===== src/rtl/mem_seq_pkg.sv =====
// Shared constants for the byte-serial memory read sequencer: state encoding,
// default timeout and beat geometry.
package mem_seq_pkg;

   typedef logic [2:0] state_t;

   localparam state_t IDLE = 3'd0;
   localparam state_t LOAD = 3'd1;
   localparam state_t READ = 3'd2;
   localparam state_t CAPT = 3'd3;
   localparam state_t INC  = 3'd4;
   localparam state_t DONE = 3'd5;
   localparam state_t ERR  = 3'd6;

   localparam int unsigned TIMEOUT_DEF = 16;
   localparam int unsigned BEATS       = 4;
   localparam int unsigned BEAT_W      = $clog2(BEATS);

   localparam logic [BEAT_W-1:0] LAST_BEAT = BEAT_W'(BEATS - 1);

endpackage


===== src/rtl/mem_read_sequencer_if.sv =====
// Handshake and datapath-control bundle between the read sequencer (master)
// and the bus master / memory / byte datapath around it (slave).
interface mem_read_sequencer_if;

   logic                            req;
   logic                            mem_ack;
   logic                            ldaddr;
   logic                            rst2;
   logic                            ldden;
   logic                            incc2;
   logic                            mem_rd;
   logic                            busy;
   logic                            done;
   logic                            err;
   logic [mem_seq_pkg::BEAT_W-1:0]  beat;

   modport master (
      input  req, mem_ack,
      output ldaddr, rst2, ldden, incc2, mem_rd, busy, done, err, beat
   );

   modport slave (
      output req, mem_ack,
      input  ldaddr, rst2, ldden, incc2, mem_rd, busy, done, err, beat
   );

endinterface


===== src/rtl/mem_wait_timer.sv =====
// Counts cycles spent waiting for a memory acknowledge; expired_o flags the
// last permitted wait cycle.
module mem_wait_timer #(
   parameter int unsigned TIMEOUT = 16,
   parameter int unsigned TO_W    = 8
) (
   input  logic clk,
   input  logic rst,
   input  logic clear_i,
   input  logic enable_i,
   output logic expired_o
);

   localparam logic [TO_W-1:0] LAST = TO_W'(TIMEOUT - 1);

   logic [TO_W-1:0] count_q;
   logic [TO_W-1:0] count_d;

   always_comb begin
      // NOTE: default assignment first so every path assigns count_d and no latch is inferred.
      count_d = count_q;
      if (clear_i) begin
         count_d = '0;
      end else if (enable_i) begin
         count_d = count_q + 1'b1;
      end
   end

   // NOTE: non-blocking assignments for all registered state.
   always_ff @(posedge clk) begin
      if (rst) begin
         count_q <= '0;
      end else begin
         count_q <= count_d;
      end
   end

   assign expired_o = (count_q == LAST);

endmodule


===== src/rtl/mem_read_sequencer.sv =====
// Moore control FSM for the byte-serial read datapath: loads the address,
// fetches BEATS bytes and reports done, or err on an acknowledge timeout.
module mem_read_sequencer
   import mem_seq_pkg::*;
#(
   parameter int unsigned TIMEOUT = TIMEOUT_DEF,
   parameter int unsigned TO_W    = 8
) (
   input  logic                 clk,
   input  logic                 rst,
   mem_read_sequencer_if.master bus
);

   state_t              state_q;
   state_t              state_d;
   logic [BEAT_W-1:0]   beat_q;
   logic [BEAT_W-1:0]   beat_d;
   logic                expired;
   logic                timer_clear;
   logic                timer_enable;

   // Wait counter restarts on each new transfer and whenever READ is left.
   assign timer_enable = (state_q == READ);
   assign timer_clear  = (state_q == LOAD) ||
                         ((state_q == READ) && (bus.mem_ack || expired));

   mem_wait_timer #(
      .TIMEOUT (TIMEOUT),
      .TO_W    (TO_W)
   ) u_wait_timer (
      .clk       (clk),
      .rst       (rst),
      .clear_i   (timer_clear),
      .enable_i  (timer_enable),
      .expired_o (expired)
   );

   always_comb begin
      state_d = state_q;
      beat_d  = beat_q;
      case (state_q)
         IDLE: begin
            if (bus.req) state_d = LOAD;
         end
         LOAD: begin
            beat_d  = '0;
            state_d = READ;
         end
         READ: begin
            if (bus.mem_ack) begin
               state_d = CAPT;
            end else if (expired) begin
               state_d = ERR;
            end
         end
         CAPT: begin
            state_d = INC;
         end
         INC: begin
            if (beat_q == LAST_BEAT) begin
               state_d = DONE;
            end else begin
               beat_d  = beat_q + 1'b1;
               state_d = READ;
            end
         end
         DONE:    state_d = IDLE;
         ERR:     state_d = IDLE;
         default: state_d = IDLE;
      endcase
   end

   always_ff @(posedge clk) begin
      if (rst) begin
         state_q <= IDLE;
         beat_q  <= '0;
      end else begin
         state_q <= state_d;
         beat_q  <= beat_d;
      end
   end

   // rst2 also follows rst directly so the datapath counter clears during reset.
   assign bus.ldaddr = (state_q == LOAD);
   assign bus.rst2   = rst || (state_q == LOAD) || (state_q == ERR);
   assign bus.ldden  = (state_q == CAPT);
   assign bus.incc2  = (state_q == INC);
   assign bus.mem_rd = (state_q == READ);
   assign bus.busy   = (state_q != IDLE);
   assign bus.done   = (state_q == DONE);
   assign bus.err    = (state_q == ERR);
   assign bus.beat   = beat_q;

endmodule


===== src/flat_wrapper.sv =====
// flat-port wrapper written by rule: the top's interface ports become plain ports
module mem_read_sequencer_flat import mem_seq_pkg::*;
#(
   parameter int unsigned TIMEOUT = TIMEOUT_DEF,
   parameter int unsigned TO_W    = 8
)
  (clk, rst, bus_req, bus_mem_ack, bus_ldaddr, bus_rst2, bus_ldden, bus_incc2, bus_mem_rd, bus_busy, bus_done, bus_err, bus_beat);
  mem_read_sequencer_if bus_i ();
  input  logic clk;
  input  logic rst;
  input wire logic [$bits(bus_i.req)-1:0] bus_req;
  input wire logic [$bits(bus_i.mem_ack)-1:0] bus_mem_ack;
  output wire logic [$bits(bus_i.ldaddr)-1:0] bus_ldaddr;
  output wire logic [$bits(bus_i.rst2)-1:0] bus_rst2;
  output wire logic [$bits(bus_i.ldden)-1:0] bus_ldden;
  output wire logic [$bits(bus_i.incc2)-1:0] bus_incc2;
  output wire logic [$bits(bus_i.mem_rd)-1:0] bus_mem_rd;
  output wire logic [$bits(bus_i.busy)-1:0] bus_busy;
  output wire logic [$bits(bus_i.done)-1:0] bus_done;
  output wire logic [$bits(bus_i.err)-1:0] bus_err;
  output wire logic [$bits(bus_i.beat)-1:0] bus_beat;
  assign bus_i.req = bus_req;
  assign bus_i.mem_ack = bus_mem_ack;
  assign bus_ldaddr = bus_i.ldaddr;
  assign bus_rst2 = bus_i.rst2;
  assign bus_ldden = bus_i.ldden;
  assign bus_incc2 = bus_i.incc2;
  assign bus_mem_rd = bus_i.mem_rd;
  assign bus_busy = bus_i.busy;
  assign bus_done = bus_i.done;
  assign bus_err = bus_i.err;
  assign bus_beat = bus_i.beat;
  mem_read_sequencer #(.TIMEOUT(TIMEOUT), .TO_W(TO_W)) u_core (.clk(clk), .rst(rst), .bus(bus_i));
endmodule

===== config.mk =====
export PLATFORM = sky130hd
export DESIGN_NAME = mem_read_sequencer_flat
export DESIGN_NICKNAME = d
export VERILOG_FILES = /design/src/rtl/mem_seq_pkg.sv /design/src/rtl/mem_read_sequencer_if.sv /design/src/rtl/mem_wait_timer.sv /design/src/rtl/mem_read_sequencer.sv /design/src/flat_wrapper.sv
export SDC_FILE = /design/constraint.sdc
export NUM_CORES = 1
export LEC_CHECK = 0
export CAP_MARGIN = 20
export CORE_MARGIN = 3
export CORE_UTILIZATION = 30
export CTS_CLUSTER_SIZE = 28
export DETAILED_ROUTE_END_ITERATION = 16
export PLACE_DENSITY = 0.47
export SETUP_SLACK_MARGIN = 0.02
export SYNTH_ARGS = -nofsm -noshare
export SYNTH_HDL_FRONTEND = slang
export SYNTH_SLANG_ARGS = --single-unit

===== constraint.sdc =====
create_clock -name clk -period 2.06 [get_ports clk]
set_input_delay 0.206 -clock clk [delete_from_list [all_inputs] [get_ports clk]]
set_output_delay 0.206 -clock clk [all_outputs]
set_load 0.02 [all_outputs]

# After elaboration in Yosys (flattened, before gate mapping)
# Index checks and enable logic that the tools add are counted.
[classes]
magnitude_cmp = 0
multipliers = 0
shift = 0
n_mux = 7
n_eq_ne = 11
div_mod_pow = 0
addsub = 2
bitwise_logic = 0
n_reduce_logical = 11
[op_table]
columns = ["operator", "count"]
rows = [
  ["3-bit case mux with 5 select lines", 1],
  ["3-bit 2-to-1 mux", 4],
  ["3-bit == test, second input constant", 3],
  ["8-bit by 1-bit adder with 8-bit output, second input constant", 1],
  ["8-bit by 4-bit == test with 1-bit output, second input constant", 1],
  ["3-bit by 2-bit == test with 1-bit output, second input constant", 2],
  ["1-bit logical OR", 4],
  ["2-bit != test, second input constant", 2],
  ["2-bit case mux with 2 select lines", 1],
  ["2-bit AND reduction", 2],
  ["3-bit by 1-bit == test with 1-bit output, second input constant", 1],
  ["3-bit logical NOT", 1],
  ["3-bit by 2-bit != test with 1-bit output, second input constant", 1],
  ["3-bit nonzero test", 1],
  ["2-bit by 1-bit adder with 2-bit output, second input constant", 1],
  ["2-bit == test, second input constant", 1],
  ["2-bit 2-to-1 mux", 1],
  ["2-bit nonzero test", 1],
  ["2-bit OR reduction", 1],
  ["1-bit logical AND", 1],
]
[totals]
n_memories = 0
register_bits = 13
wordCells = 34
ram_bits = 0
in_bits = 4
mem_bits_ro = 0
latch_bits = 0

# Logic depth before layout (Yosys ltp)
[logic_depth]
word_depth = 5
ltp_mapped = 6

# By module
# Synthesis repeated with hierarchy kept, for this count alone.
[unflattened]
cells_unflattened = 87
hier_area_um2 = 738.2
[by_module_without_submodules]
columns = ["module", "instances", "area_per_inst_um2", "cells_per_inst"]
rows = [
  ["mem_read_sequencer", 1, 380.4, 47],
  ["mem_wait_timer", 1, 357.8, 40],
]

# Least setup slack after synthesis
# Ideal clock, no wire load.
[synth_timing]
kind = "reg2reg"
start = "register u_core.state_q[2]"
end = "register u_core.state_q[2]"
stages_incl_launch_ff = 5
synth_period_minus_slack_ns = 1.573
path_slack_ns = 0.487
arrival_time_ns = 1.515
n_path_buf = 1
path_cell_list = "dfxtp_1 > clkbuf_1 > nor3b_1 > a22o_1 > o211a_1"
[synth_between]
elab_cells_between_ends = 9
classes_between = "eq/ne: 6; mux: 1; reduce/logical: 2"
[synth_lines]
columns = ["element", "line_no", "source"]
rows = [
  ["start: declaration", "mem_read_sequencer.sv:14", "state_t state_q;"],
  ["start signal: assignment", "mem_read_sequencer.sv:78", "state_q <= state_d;"],
  ["3-bit == test", "n/a", ""],
  ["named net bus_incc2", "flat_wrapper.sv:16", "output wire logic [$bits(bus_i.incc2)-1:0] bus_incc2;"],
  ["3-bit case mux with 5 select lines", "mem_read_sequencer.sv:41", "case (state_q)"],
]
# The timed path passes the listed nets, and every way through them passes these cells.
# A chain may end at the register's enable or synchronous reset.

# Worst setup path after layout
[layout_timing]
start = "register u_core.state_q[2]"
end = "output port bus_done"
[layout_between]
elab_chain_len = 1
[layout_rtl]
columns = ["element", "line_no", "source"]
rows = [
  ["3-bit == test", "mem_read_sequencer.sv:90", "assign bus.done = (state_q == DONE);"],
  ["end: declaration", "flat_wrapper.sv:19", "output wire logic [$bits(bus_i.done)-1:0] bus_done;"],
]
# No other way between the ends.

==> results.yml <==
place:
  hpwlAfterDp_mm: 1.24
  post-place-cells: 127
  globalplace.congestion: 0.712
  portBuffers: 13
setup_path:
  critical_path_buf_inv_count: 3
  cp-start-kind: "flip-flop"
  path_cells: "buf_4 > inv_1 > nor3b_1 > clkdlybuf4s50_1"
  worstPathArrival_ns: 1.70
  end_kind: "output pin"
  worstPathMaxFanout: 8
  cp_data_required_time_ns: 1.85
  slowest_delay_ns: 0.63
  crit_family: "buffers and inverters"
  worst_path_max_delay_cell: "clkdlybuf4s50_1"
  critical_path_class: "flip-flop to output pin"
synthesis:
  synthTopCellsByArea: "dfxtp_1, a221oi_2, a221oi_1"
  async_flop_share_pct: 0
  yosysMostFrequentCell: "dfxtp_1"
  synth_top_area_cell: "dfxtp_1"
  synth-seq-cells: 13
  synth_top_flop_cell: "dfxtp_1"
  ys_seq_area_share_pct: 34.3
  synth_top_cells_by_count: "dfxtp_1, nand2_1, nand3_1"
  synth_top_area_share_pct: 34.3
  synth_nets: 92
  syn-mean-instance-area_um2: 8.82
  synth_cell_types: 35
  syn_inst: 86
  ys_warn_count: 0
  synth-edff-count: 0
  netlist_area_um2: 758
floorplanning:
  die_h_um: 56.3
  rows: 17
  ios: 14
  die_w_um: 56.3
  dieArea_um2: 3170
  core_um2: 2300
  initial_utilization_pct: 33.0
layout:
  syn_to_final_growth_pct: 28.1
  antennaDiodeCount: 0
  drive_gt1_share_pct: 16.5
  nets: 110
  fin_cells: 131
route:
  vias_per_cell: 5.37
  ant_nets: 0
  routed_wirelength_mm: 1.72
  first_pass_iters: 4
  drc_errors: 0
  wl_per_cell_um: 13.1
  via_count: 703
  drtIter0Drc: 8
timing:
  maxSlewHeadroom_pct: 66.3
  final.min_clock_period_ns: 1.90
  finalHoldViolations: 0
  setup_tns_ns: 0
  finClkSkew_ns: 0.00236
  fmax_mhz: 525
  finalCritPeriodShare_pct: 92.4
  tightest_slew_ns: 0.505
  setup_viol: 0
  rsz0062_at_grt: "no"
  slew_viol_final: 0
power:
  p_comb_share_pct: 33.4
  power_mw: 0.654
  p_sw_share_pct: 33.1
  switchingPower_mw: 0.217
  p_per_area_nw_per_um2: 674
  internal_power_mw: 0.437
  clock_power_share_pct: 24.9
  leakage_nw: 0.374
  ir_worst_vdd_uv: 337
  pwr-share-seq_pct: 41.7
cts:
  clkLatencyLatePin_ns: 0.28
  cts.path.max_buffers: 2
  cts_setup_buffers: 0
  clock-sinks: 13
  cts_root_buf: "clkbuf_4"
  cts_made_buffers: 3
  clk_pin_slew_ns: 0.08
  cts_tree: "yes"
  h-tree-depth: 1
global_route:
  overflow: 0
  grt_max_degree: 16
  grt_pass1_vias: 611
  track_usage_pct: 11.7
  grt_pass1_wl_mm: 2.92
  antenna_found_initial: 0
outcome:
  outcome: "finished clean"
run:
  max-cap-violations: 0
worst_hold_path:
  hold_path_class: "flip-flop to flip-flop"
-- worst reg2reg max path, stage by stage (launching register included) --
cell,delay (ns)
dfxtp_1,0.31
buf_4,0.16
or3b_4,0.48
or4_1,0.56
a221oi_2,0.24
-- per-layer routing --
layer	vias to the layer above	GRT usage, %	routed length (um)
met5	-	0	0
met4	0	4.07	20
met3	4	5.06	90
met2	13	14.9	730
met1	320	17.2	876
li1	366	-	-
-- final cells by class --
| cell class | count | area [um^2] |
|---|---|---|
| fill | 241 | 1330 |
| tap | 28 | 35.0 |
| multi-input combinational | 63 | 457 |
| timing repair buffer | 19 | 178 |
| clock buffer | 4 | 26.3 |
| inverter | 4 | 15.0 |
| sequential | 13 | 260 |
-- final timing paths --
kind                                                  endpoint               start  cells after the start  slack, ns
worst max register to register  u_core.u_wait_timer.count_q[5]   u_core.state_q[0]                      4       0.24
worst min-delay path                        u_core.bus.beat[1]  u_core.bus.beat[1]                      2       0.49
worst max-delay path                                  bus_done   u_core.state_q[2]                      4       0.16
worst min register to register              u_core.bus.beat[1]  u_core.bus.beat[1]                      2       0.49
-- cell usage in the layout, fill, tap and decap left out, drive strengths merged, types with 4 or more instances in the layout --
cell           instances
dfxtp                 13
clkdlybuf4s50          9
a221oi                 7
nand2                  6
buf                    6
nand3                  5
or3                    4
or4                    4
inv                    4
clkbuf                 4
-- registers in the layout, indices dropped and copies added, names as in the netlist --
| register | cells |
|---|---|
| u_core.u_wait_timer.count_q | 8 |
| u_core.state_q | 3 |
| u_core.bus.beat | 2 |
-- stage by stage --
| stage | hold slack (ns) | instance area (um^2) | worst slack [ns] | util [%] |
|---|---|---|---|---|
| 5_1_grt | 0.509 | 971 | 0.0240 | 42.3 |
| 4_1_cts | 0.491 | 963 | 0.0206 | 41.9 |
| 2_1_floorplan | 0.275 | 758 | 0.487 | - |
| 3_5_place_dp | 0.478 | 940 | 0.196 | 40.9 |
| 6_report | 0.487 | 971 | 0.156 | 42.3 |
| 3_3_place_gp | 0.484 | 940 | 0.229 | 40.9 |
-- cell families after synthesis --
logic type | Yosys count | synth area share (%)
AO/OA/AOI/OAI | 22 | 24.6
XOR/XNOR | 1 | 1.16
adder cells (fa/ha/maj) | 2 | 3.30
buffers and inverters | 10 | 5.78
flip-flops | 13 | 34.3
AND/OR/NAND/NOR | 38 | 30.9
-- power by group through the flow --
stage / sequential, mW / combinational [mW] / clock [mW]
6_report: 0.273 / 0.218 / 0.163
5_1_grt: 0.275 / 0.239 / 0.184
4_1_cts: 0.273 / 0.221 / 0.174
3_5_place_dp: 0.279 / 0.224 / 0
3_3_place_gp: 0.278 / 0.226 / 0
2_1_floorplan: 0.278 / 0.143 / 0
-- what timing repair did --
| item | in CTS | in global routing |
|---|---|---|
| hold buffers | 0 | 0 |
| setup endpoints to repair | 2 | 3 |
| gates resized for setup | 2 | 3 |
(Power assumes the default switching activity.)
